File: config.mk
export PLATFORM = sky130hd
export DESIGN_NAME = fft_frame_ctrl
export DESIGN_NICKNAME = d
export VERILOG_FILES = /design/src/rtl/fft_frame_ctrl.sv
export SDC_FILE = /design/constraint.sdc
export NUM_CORES = 1
export LEC_CHECK = 0
export BUFFER_PORTS_ARGS = -buffer_cell sky130_fd_sc_hd__clkbuf_2
export CAP_MARGIN = 20
export CORE_MARGIN = 1
export CORE_UTILIZATION = 30
export DETAILED_ROUTE_END_ITERATION = 10
export PLACE_DENSITY = 0.46
export RECOVER_POWER = 50
export SLEW_MARGIN = 25
export SYNTH_ARGS = -nofsm -noshare
export SYNTH_HDL_FRONTEND = slang
export SYNTH_SLANG_ARGS = --single-unit
File: constraint.sdc
create_clock -name clk -period 4.69 [get_ports clk]
set_input_delay 0.469 -clock clk [delete_from_list [all_inputs] [get_ports clk]]
set_output_delay 0.469 -clock clk [all_outputs]
set_load 0.02 [all_outputs]
File: src/rtl/fft_frame_ctrl.sv
// Ping-pong capture of stereo audio into N-sample frames, and a sequencer that
// copies each completed frame into the FFT input memory and starts the FFT.
module fft_frame_ctrl #(
  parameter int N_LOG2 = 5,
  parameter bit BITREV = 1'b0
) (
  input  logic              clk,
  input  logic              reset,
  input  logic              enable,
  input  logic              newsample,
  input  logic [23:0]       left,
  input  logic [23:0]       right,
  input  logic [1:0]        chan_sel,
  input  logic              fft_done,
  output logic              ld_we,
  output logic [N_LOG2-1:0] ld_addr,
  output logic [31:0]       ld_data,
  output logic              fft_start,
  output logic              busy,
  output logic [15:0]       frame_count,
  output logic              overrun,
  output logic [7:0]        overrun_count
);
  localparam int N = 1 << N_LOG2;

  typedef enum logic [1:0] {IDLE, LOAD, START, WAIT} state_t;

  // Both banks share one array; the bank select is the address MSB.
  logic [23:0]       r_mem [0:2*N-1];

  state_t            r_state;
  logic [N_LOG2-1:0] r_wptr;
  logic              r_wbank;
  logic              r_rbank;
  logic [1:0]        r_full;
  logic [N_LOG2:0]   r_cnt;
  logic              r_ld_we;
  logic [N_LOG2-1:0] r_ld_addr;
  logic [31:0]       r_ld_data;
  logic              r_fft_start;
  logic              r_busy;
  logic [15:0]       r_frame_cnt;
  logic              r_overrun;
  logic [7:0]        r_ovr_cnt;

  logic [23:0]       w_avg;
  logic              w_sum_unused;
  logic [23:0]       w_sample;
  logic              w_cap;
  logic              w_wrap;
  logic              w_other_full;
  logic              w_rd_en;
  logic              w_load_end;
  logic [N_LOG2-1:0] w_idx;
  logic [N_LOG2-1:0] w_idx_rev;
  logic [N_LOG2-1:0] w_ld_addr_next;
  logic [N_LOG2:0]   w_waddr;
  logic [N_LOG2:0]   w_raddr;
  logic [1:0]        w_full_next;

  // 25-bit sum keeps the carry so the halved average cannot overflow.
  assign {w_avg, w_sum_unused} = {left[23], left} + {right[23], right};

  always_comb begin
    case (chan_sel)
      2'b01:   w_sample = right;
      2'b10:   w_sample = w_avg;
      default: w_sample = left;
    endcase
  end

  assign w_cap        = newsample & enable;
  assign w_wrap       = w_cap & (&r_wptr);
  assign w_other_full = r_full[~r_wbank];
  assign w_rd_en      = (r_state == LOAD) && !r_cnt[N_LOG2];
  assign w_load_end   = (r_state == LOAD) && r_cnt[N_LOG2];
  assign w_idx        = r_cnt[N_LOG2-1:0];
  assign w_waddr      = {r_wbank, r_wptr};
  assign w_raddr      = {r_rbank, w_idx};

  genvar gi;
  generate
    for (gi = 0; gi < N_LOG2; gi++) begin : g_rev
      assign w_idx_rev[gi] = w_idx[N_LOG2-1-gi];
    end
  endgenerate

  assign w_ld_addr_next = BITREV ? w_idx_rev : w_idx;

  // Sequencer clear and capture set always target different banks.
  always_comb begin
    w_full_next = r_full;
    if (w_load_end) w_full_next[r_rbank] = 1'b0;
    if (w_wrap && !w_other_full) w_full_next[r_wbank] = 1'b1;
  end

  always_ff @(posedge clk) begin
    if (w_cap) r_mem[w_waddr] <= w_sample;
  end

  // Registered read lands directly in the output data register.
  always_ff @(posedge clk) begin
    if (reset || !w_rd_en) r_ld_data <= '0;
    else                   r_ld_data <= {r_mem[w_raddr][23:8], 16'h0000};
  end

  always_ff @(posedge clk) begin
    if (reset) begin
      r_wptr    <= '0;
      r_wbank   <= 1'b0;
      r_full    <= 2'b00;
      r_overrun <= 1'b0;
      r_ovr_cnt <= 8'd0;
    end else begin
      r_full <= w_full_next;
      if (w_cap) begin
        r_wptr <= r_wptr + N_LOG2'(1);
        if (w_wrap) begin
          if (w_other_full) begin
            r_overrun <= 1'b1;
            if (r_ovr_cnt != 8'hFF) r_ovr_cnt <= r_ovr_cnt + 8'd1;
          end else begin
            r_wbank <= ~r_wbank;
          end
        end
      end
    end
  end

  always_ff @(posedge clk) begin
    if (reset) begin
      r_state     <= IDLE;
      r_rbank     <= 1'b0;
      r_cnt       <= '0;
      r_ld_we     <= 1'b0;
      r_ld_addr   <= '0;
      r_fft_start <= 1'b0;
      r_busy      <= 1'b0;
      r_frame_cnt <= 16'd0;
    end else begin
      r_ld_we     <= 1'b0;
      r_ld_addr   <= '0;
      r_fft_start <= 1'b0;
      case (r_state)
        IDLE: begin
          if (r_full[r_rbank]) begin
            r_state <= LOAD;
            r_cnt   <= '0;
            r_busy  <= 1'b1;
          end
        end
        LOAD: begin
          if (w_load_end) begin
            r_rbank     <= ~r_rbank;
            r_frame_cnt <= r_frame_cnt + 16'd1;
            r_fft_start <= 1'b1;
            r_state     <= START;
          end else begin
            r_ld_we   <= 1'b1;
            r_ld_addr <= w_ld_addr_next;
            r_cnt     <= r_cnt + (N_LOG2+1)'(1);
          end
        end
        START: r_state <= WAIT;
        WAIT: begin
          if (fft_done) begin
            r_state <= IDLE;
            r_busy  <= 1'b0;
          end
        end
        default: r_state <= IDLE;
      endcase
    end
  end

  assign ld_we         = r_ld_we;
  assign ld_addr       = r_ld_addr;
  assign ld_data       = r_ld_data;
  assign fft_start     = r_fft_start;
  assign busy          = r_busy;
  assign frame_count   = r_frame_cnt;
  assign overrun       = r_overrun;
  assign overrun_count = r_ovr_cnt;

endmodule

### Word-level counts from Yosys, hierarchy flattened

Memory sizes are Yosys's and may differ from the RTL's. A register that Yosys moved wholly into a read port is not among the register bits.
Cells that the tools add are included.
Widths: inputs -> output; s select.

* add/sub/neg operators: 5
* magnitude comparators: 5
* equality and inequality tests: 10
* mux-type cells: 25
* bitwise logic cells: 9
* reductions and logical operators: 22

Operator list (number)
* $pmux 24 s2: 1
* $add 24x24->25: 1
* $add 16x1->16 const B: 1
* $reduce_and 3->1: 5
* $mux 1: 12
* $mux 6: 2
* $pmux 6 s2: 1
* $mux 2: 5
* $add 8x1->8 const B: 1
* $ne 2x2->1 const B: 4
* $ne 8x8->1 const B: 1
* $pmux 2 s4: 1
* $add 6x1->6 const B: 1
* $eq 2x2->1 const B: 3
* $lt 1x2->1 const B: 3
* $add 5x1->5 const B: 1
* $logic_and 1x1->1: 5
* $reduce_and 5->1: 1
* $eq 2x1->1 const B: 2
* $not 1->1: 4
* $reduce_and 4->1: 1
* $reduce_bool 2->1: 2
* $logic_not 1->1: 3
* $reduce_or 3->1: 1
* 11 further kinds: 14

* register bits: 66
* memory bits (writable): 1536
* input bits: 55
* output and inout port bits: 65
* word-level logic and storage cells: 91
* memories kept: 1

Memories
* r_mem: words 64, width 24, read ports 1, clocked after memory_dff 1, write ports 1, RTL line 29 `logic [23:0] r_mem [0:2*N-1];`

### Depth between registers and ports, before layout

* depth after elaboration: 9
* mapped depth: 10

### Worst setup path after synthesis

OpenSTA, ideal clock, no wires.

* path kind: input to register
* start: input left[13]
* end: memory r_mem[0][14] (data pin)
* arrival time: 4333 ps
* required time: 3988 ps
* path slack: -345 ps
* stages on the path: 8
* path through: ha_1 clkbuf_1 and3_1 a221oi_1 o21bai_1 a31oi_1 xor2_1 o21ai_0

* longest elaborated chain between the ends: 2

Ends and longest elaborated chain
* start, declared: RTL line 11 `input logic [23:0] left,`
* $add 24x24->25: RTL line 62 `assign {w_avg, w_sum_unused} = {left[23], left} + {right[23], right};`
* $pmux 24 s2: RTL line 65 `case (chan_sel)`
* via w_sample[14]: RTL line 48 `logic [23:0] w_sample;`
* end, declared: RTL line 29

The timed path passes the listed nets, and every way through them passes these cells.

### Final worst setup path

* start: input right[9]
* end: memory r_mem[37][11] (data pin)

* longest elaborated chain between the ends: 2

Ends and longest elaborated chain
* start, declared: RTL line 12 `input logic [23:0] right,`
* $add 24x24->25: RTL line 62
* $pmux 24 s2: RTL line 65
* via w_sample[11]: RTL line 48

The timed path passes the listed nets, and every way through them passes these cells.

==> flow_summary.toml <==
[cts]
cts_tree = "done"
clk_latency_ns = 0.73
clk_pin_slew_worst_paths_ns = 0.06
cts_setup_buffers = 0
cts.path.max_buffers = 3
htree_levels = 3
cts-hold-fix-buffers = 1
cts_resized = 0
clkSinkCount = 1090
cts_buffers = 119
cts-root-buf = "clkbuf_16"

[cells_and_area]
fillers = 13236
area_growth_pct = 16.4
final_common_cell = "edfxtp_1"
post-route-util_pct = 35.3
nets = 2427
fin_area_mm2 = 0.0502
multi_input_area_mm2 = 0.0105
layout_common_cells = "edfxtp_1, mux4_2, clkbuf_1, clkbuf_16, nor2_1"
final_layout_size_suffix_gt1_share_pct = 25.1
fin_cells = 4330
ff_latch_area_mm2 = 0.0321

[floorplanning]
start_util_pct = 30.3
die_x_um = 381
design.core.area_mm2 = 0.142
dieHeight_um = 381
fp-row-count = 138
die_area_mm2 = 0.145
ioPinCount = 120

[synthesis]
synthArstFlopShare_pct = 0
synth_cells = 2084
synth_area_per_cell_um2 = 20.7
yosysWarningCount = 0
yosysSeqAreaShare_pct = 74.4
ys_types = 55
ys_seq_elements = 1090
synth_area_mm2 = 0.0431
ys.flop_type = "edfxtp_1"
synth_edf_count = 1024

[routing]
dr.first_iter.drc_count = 1911
wirelength_mm = 115
dr.pass1.iters = 5
via_count = 21380
wl_per_cell_um = 26.5
via_per_inst = 4.94
drc = 0
ant_nets = 0

[worst_setup_path]
endpoint_kind = "flip-flop"
r2r-start = "r_cnt[0]$_SDFFE_PP0P_"
cp_max_fo = 31
cp-start-kind = "input pin"
max_stage_delay_ns = 1.18
arrival_ns = 3.88
crit_type = "input pin to flip-flop"
cp_num_buf_inv = 2
rr_worst_depth = 5
rrSetupSlack_ns = 1.45
crit_chain = "clkbuf_2 -> ha_1 -> nand3_1 -> or2_0 -> o211a_1 -> o21a_1 -> xnor2_1 -> a221oi_1 -> a21oi_1 -> buf_4"
rr_endpoint = "ld_data[16]$_SDFF_PP0_"
cp_top_family = "compound AO/OA/AOI/OAI gates"
critPathSlowestCell = "a21oi_1"
cp.required_ns = 5.19

[power]
irDropWorstVdd_mv = 0.304
p_total_mw = 23.4
powerDensity_mw_per_mm2 = 466
p_leak_nw = 14.8

[timing]
hold_violations = 0
tightest_slew_ns = 1.75
setup_violations = 0
slew_viol_final = 368
finalSetupTns_ns = 0
slew_headroom_pct = -16.4
fin_crit_ns = 3.38
fin_ws_ns = 1.31
fin_skew_ns = 0.0371
max_freq_ghz = 0.296
rsz0062_at_grt = "false"
min_period_over_period_pct = 72.0
hold_ws_ns = 0.0970

[hold_path]
holdPathStages = 3
hold_path_end = "r_wptr[1]$_SDFFE_PP0P_"
hp-start = "newsample"
hold_path.class = "input pin to flip-flop"

[place]
place_area_mm2 = 0.0467
gp_congestion = 0.763
io_buffer_count = 103
dp_cells = 4105
hpwl_mm = 68.3
place_ws_ns = 0.832

[run]
maxCapViolations = 26

[grt]
grt_antenna_before_repair = 3
grt_pass1_wl_mm = 165
grt-ovfl-total = 0
grt_pass1_vias = 22297
grtUsageTotal_pct = 15.8
grt_max_degree = 65

[run_status]
failed_checks = "max-capacitance violations, max-slew violations"
outcome = "finished with violations"
area by class of cell:
| class | count | area share [%] |
|---|---|---|
| multi-input cells | 870 | 21.0 |
| clock buffers | 146 | 6.26 |
| repair buffers | 240 | 2.70 |
| inverters | 16 | 0.120 |
| clock inverters | 74 | 1.31 |
| flip-flops and latches | 1090 | 63.9 |
| well taps | 1890 | 4.71 |
| diodes | 4 | 0.0199 |
power by group:
group / leakage [nW] / switching, mW / internal [mW] / total (mW)
registers: 9.40 / 0.130 / 10.9 / 11.1
logic: 3.53 / 1.73 / 1.55 / 3.28
clock network: 1.83 / 3.81 / 5.23 / 9.05
total: 14.8 / 5.67 / 17.7 / 23.4
registers in the layout, indices dropped and copies added, names as in the netlist, 2 cells and up:
register       cells
r_mem           1024
frame_count       16
ld_data           16
overrun_count      8
r_cnt              6
ld_addr            5
r_wptr             5
r_full             2
r_state            2
routing by layer:
layer  track usage (%)  vias to the layer above  wire [um]
met4              3.82                        0       2270
met2              25.9                      519      56200
met3              2.53                      133       5330
met5                 0                        -          0
met1              21.9                    11612      51000
li1                  -                     9116          -
cell families after synthesis:
group	count (synthesis)	synth area share, %
AND/OR/NAND/NOR	258	2.69
XOR/XNOR	38	0.772
other	1	0.00870
adder cells (fa/ha/maj)	35	1.02
buffers and inverters	139	1.68
AO/OA/AOI/OAI	148	2.32
multiplexers	375	17.1
flip-flops	1090	74.4
cell usage after synthesis (2+ instances only):
library cell | number | area [um^2]
nand3_1 | 18 | 90.1
a21o_1 | 7 | 52.6
o211ai_1 | 4 | 30.0
mux2i_1 | 85 | 851
buf_1 | 19 | 71.3
o21a_1 | 4 | 30.0
buf_4 | 28 | 210
nor2b_1 | 6 | 37.5
o21ai_0 | 14 | 70.1
buf_6 | 9 | 101
dfxtp_1 | 66 | 1320
and4_1 | 3 | 26.3
nand2_1 | 62 | 233
or2_1 | 2 | 12.5
and2_1 | 7 | 43.8
nand4_1 | 8 | 50.1
o22ai_1 | 16 | 100
a211oi_1 | 4 | 30.0
xor2_1 | 23 | 201
mux4_2 | 290 | 6530
and3_1 | 6 | 37.5
inv_1 | 16 | 60.1
a31oi_1 | 5 | 31.3
o221ai_1 | 5 | 43.8
nand2b_1 | 5 | 31.3
a21oi_1 | 27 | 135
o21ai_1 | 5 | 25.0
ha_1 | 35 | 438
o211a_1 | 2 | 20.0
a221oi_1 | 4 | 35.0
nor3_1 | 7 | 35.0
xnor2_1 | 15 | 131
clkbuf_1 | 44 | 165
a22oi_1 | 40 | 300
nor3b_1 | 4 | 30.0
nor2_1 | 116 | 435
edfxtp_1 | 1024 | 30700
nand3b_1 | 3 | 22.5
buf_2 | 23 | 115
o21bai_1 | 3 | 22.5
or3_1 | 6 | 37.5
worst max-delay path by stage:
stage | from | endpoint | slack, ns | depth (start not counted)
6_report | right[9] | r_mem[37][11]$_DFFE_PP_ | 1.31 | 10
4_1_cts | r_cnt[0]$_SDFFE_PP0P_ | ld_data[19]$_SDFF_PP0_ | 1.37 | 5
5_1_grt | left[9] | r_mem[40][11]$_DFFE_PP_ | 1.12 | 10
3_3_place_gp | right[9] | r_mem[44][22]$_DFFE_PP_ | 0.98 | 10
2_1_floorplan | left[13] | r_mem[0][16]$_DFFE_PP_ | 0.30 | 8
3_5_place_dp | right[9] | r_mem[44][22]$_DFFE_PP_ | 0.83 | 10
worst reg2reg max path: stages, from the launching register on:
cell and delay, ns:
dfxtp_4 0.92, buf_12 0.35, mux4_2 0.58, mux4_2 0.60
mux2i_1 0.49, o22ai_1 0.16
(Power assumes the default switching activity.)
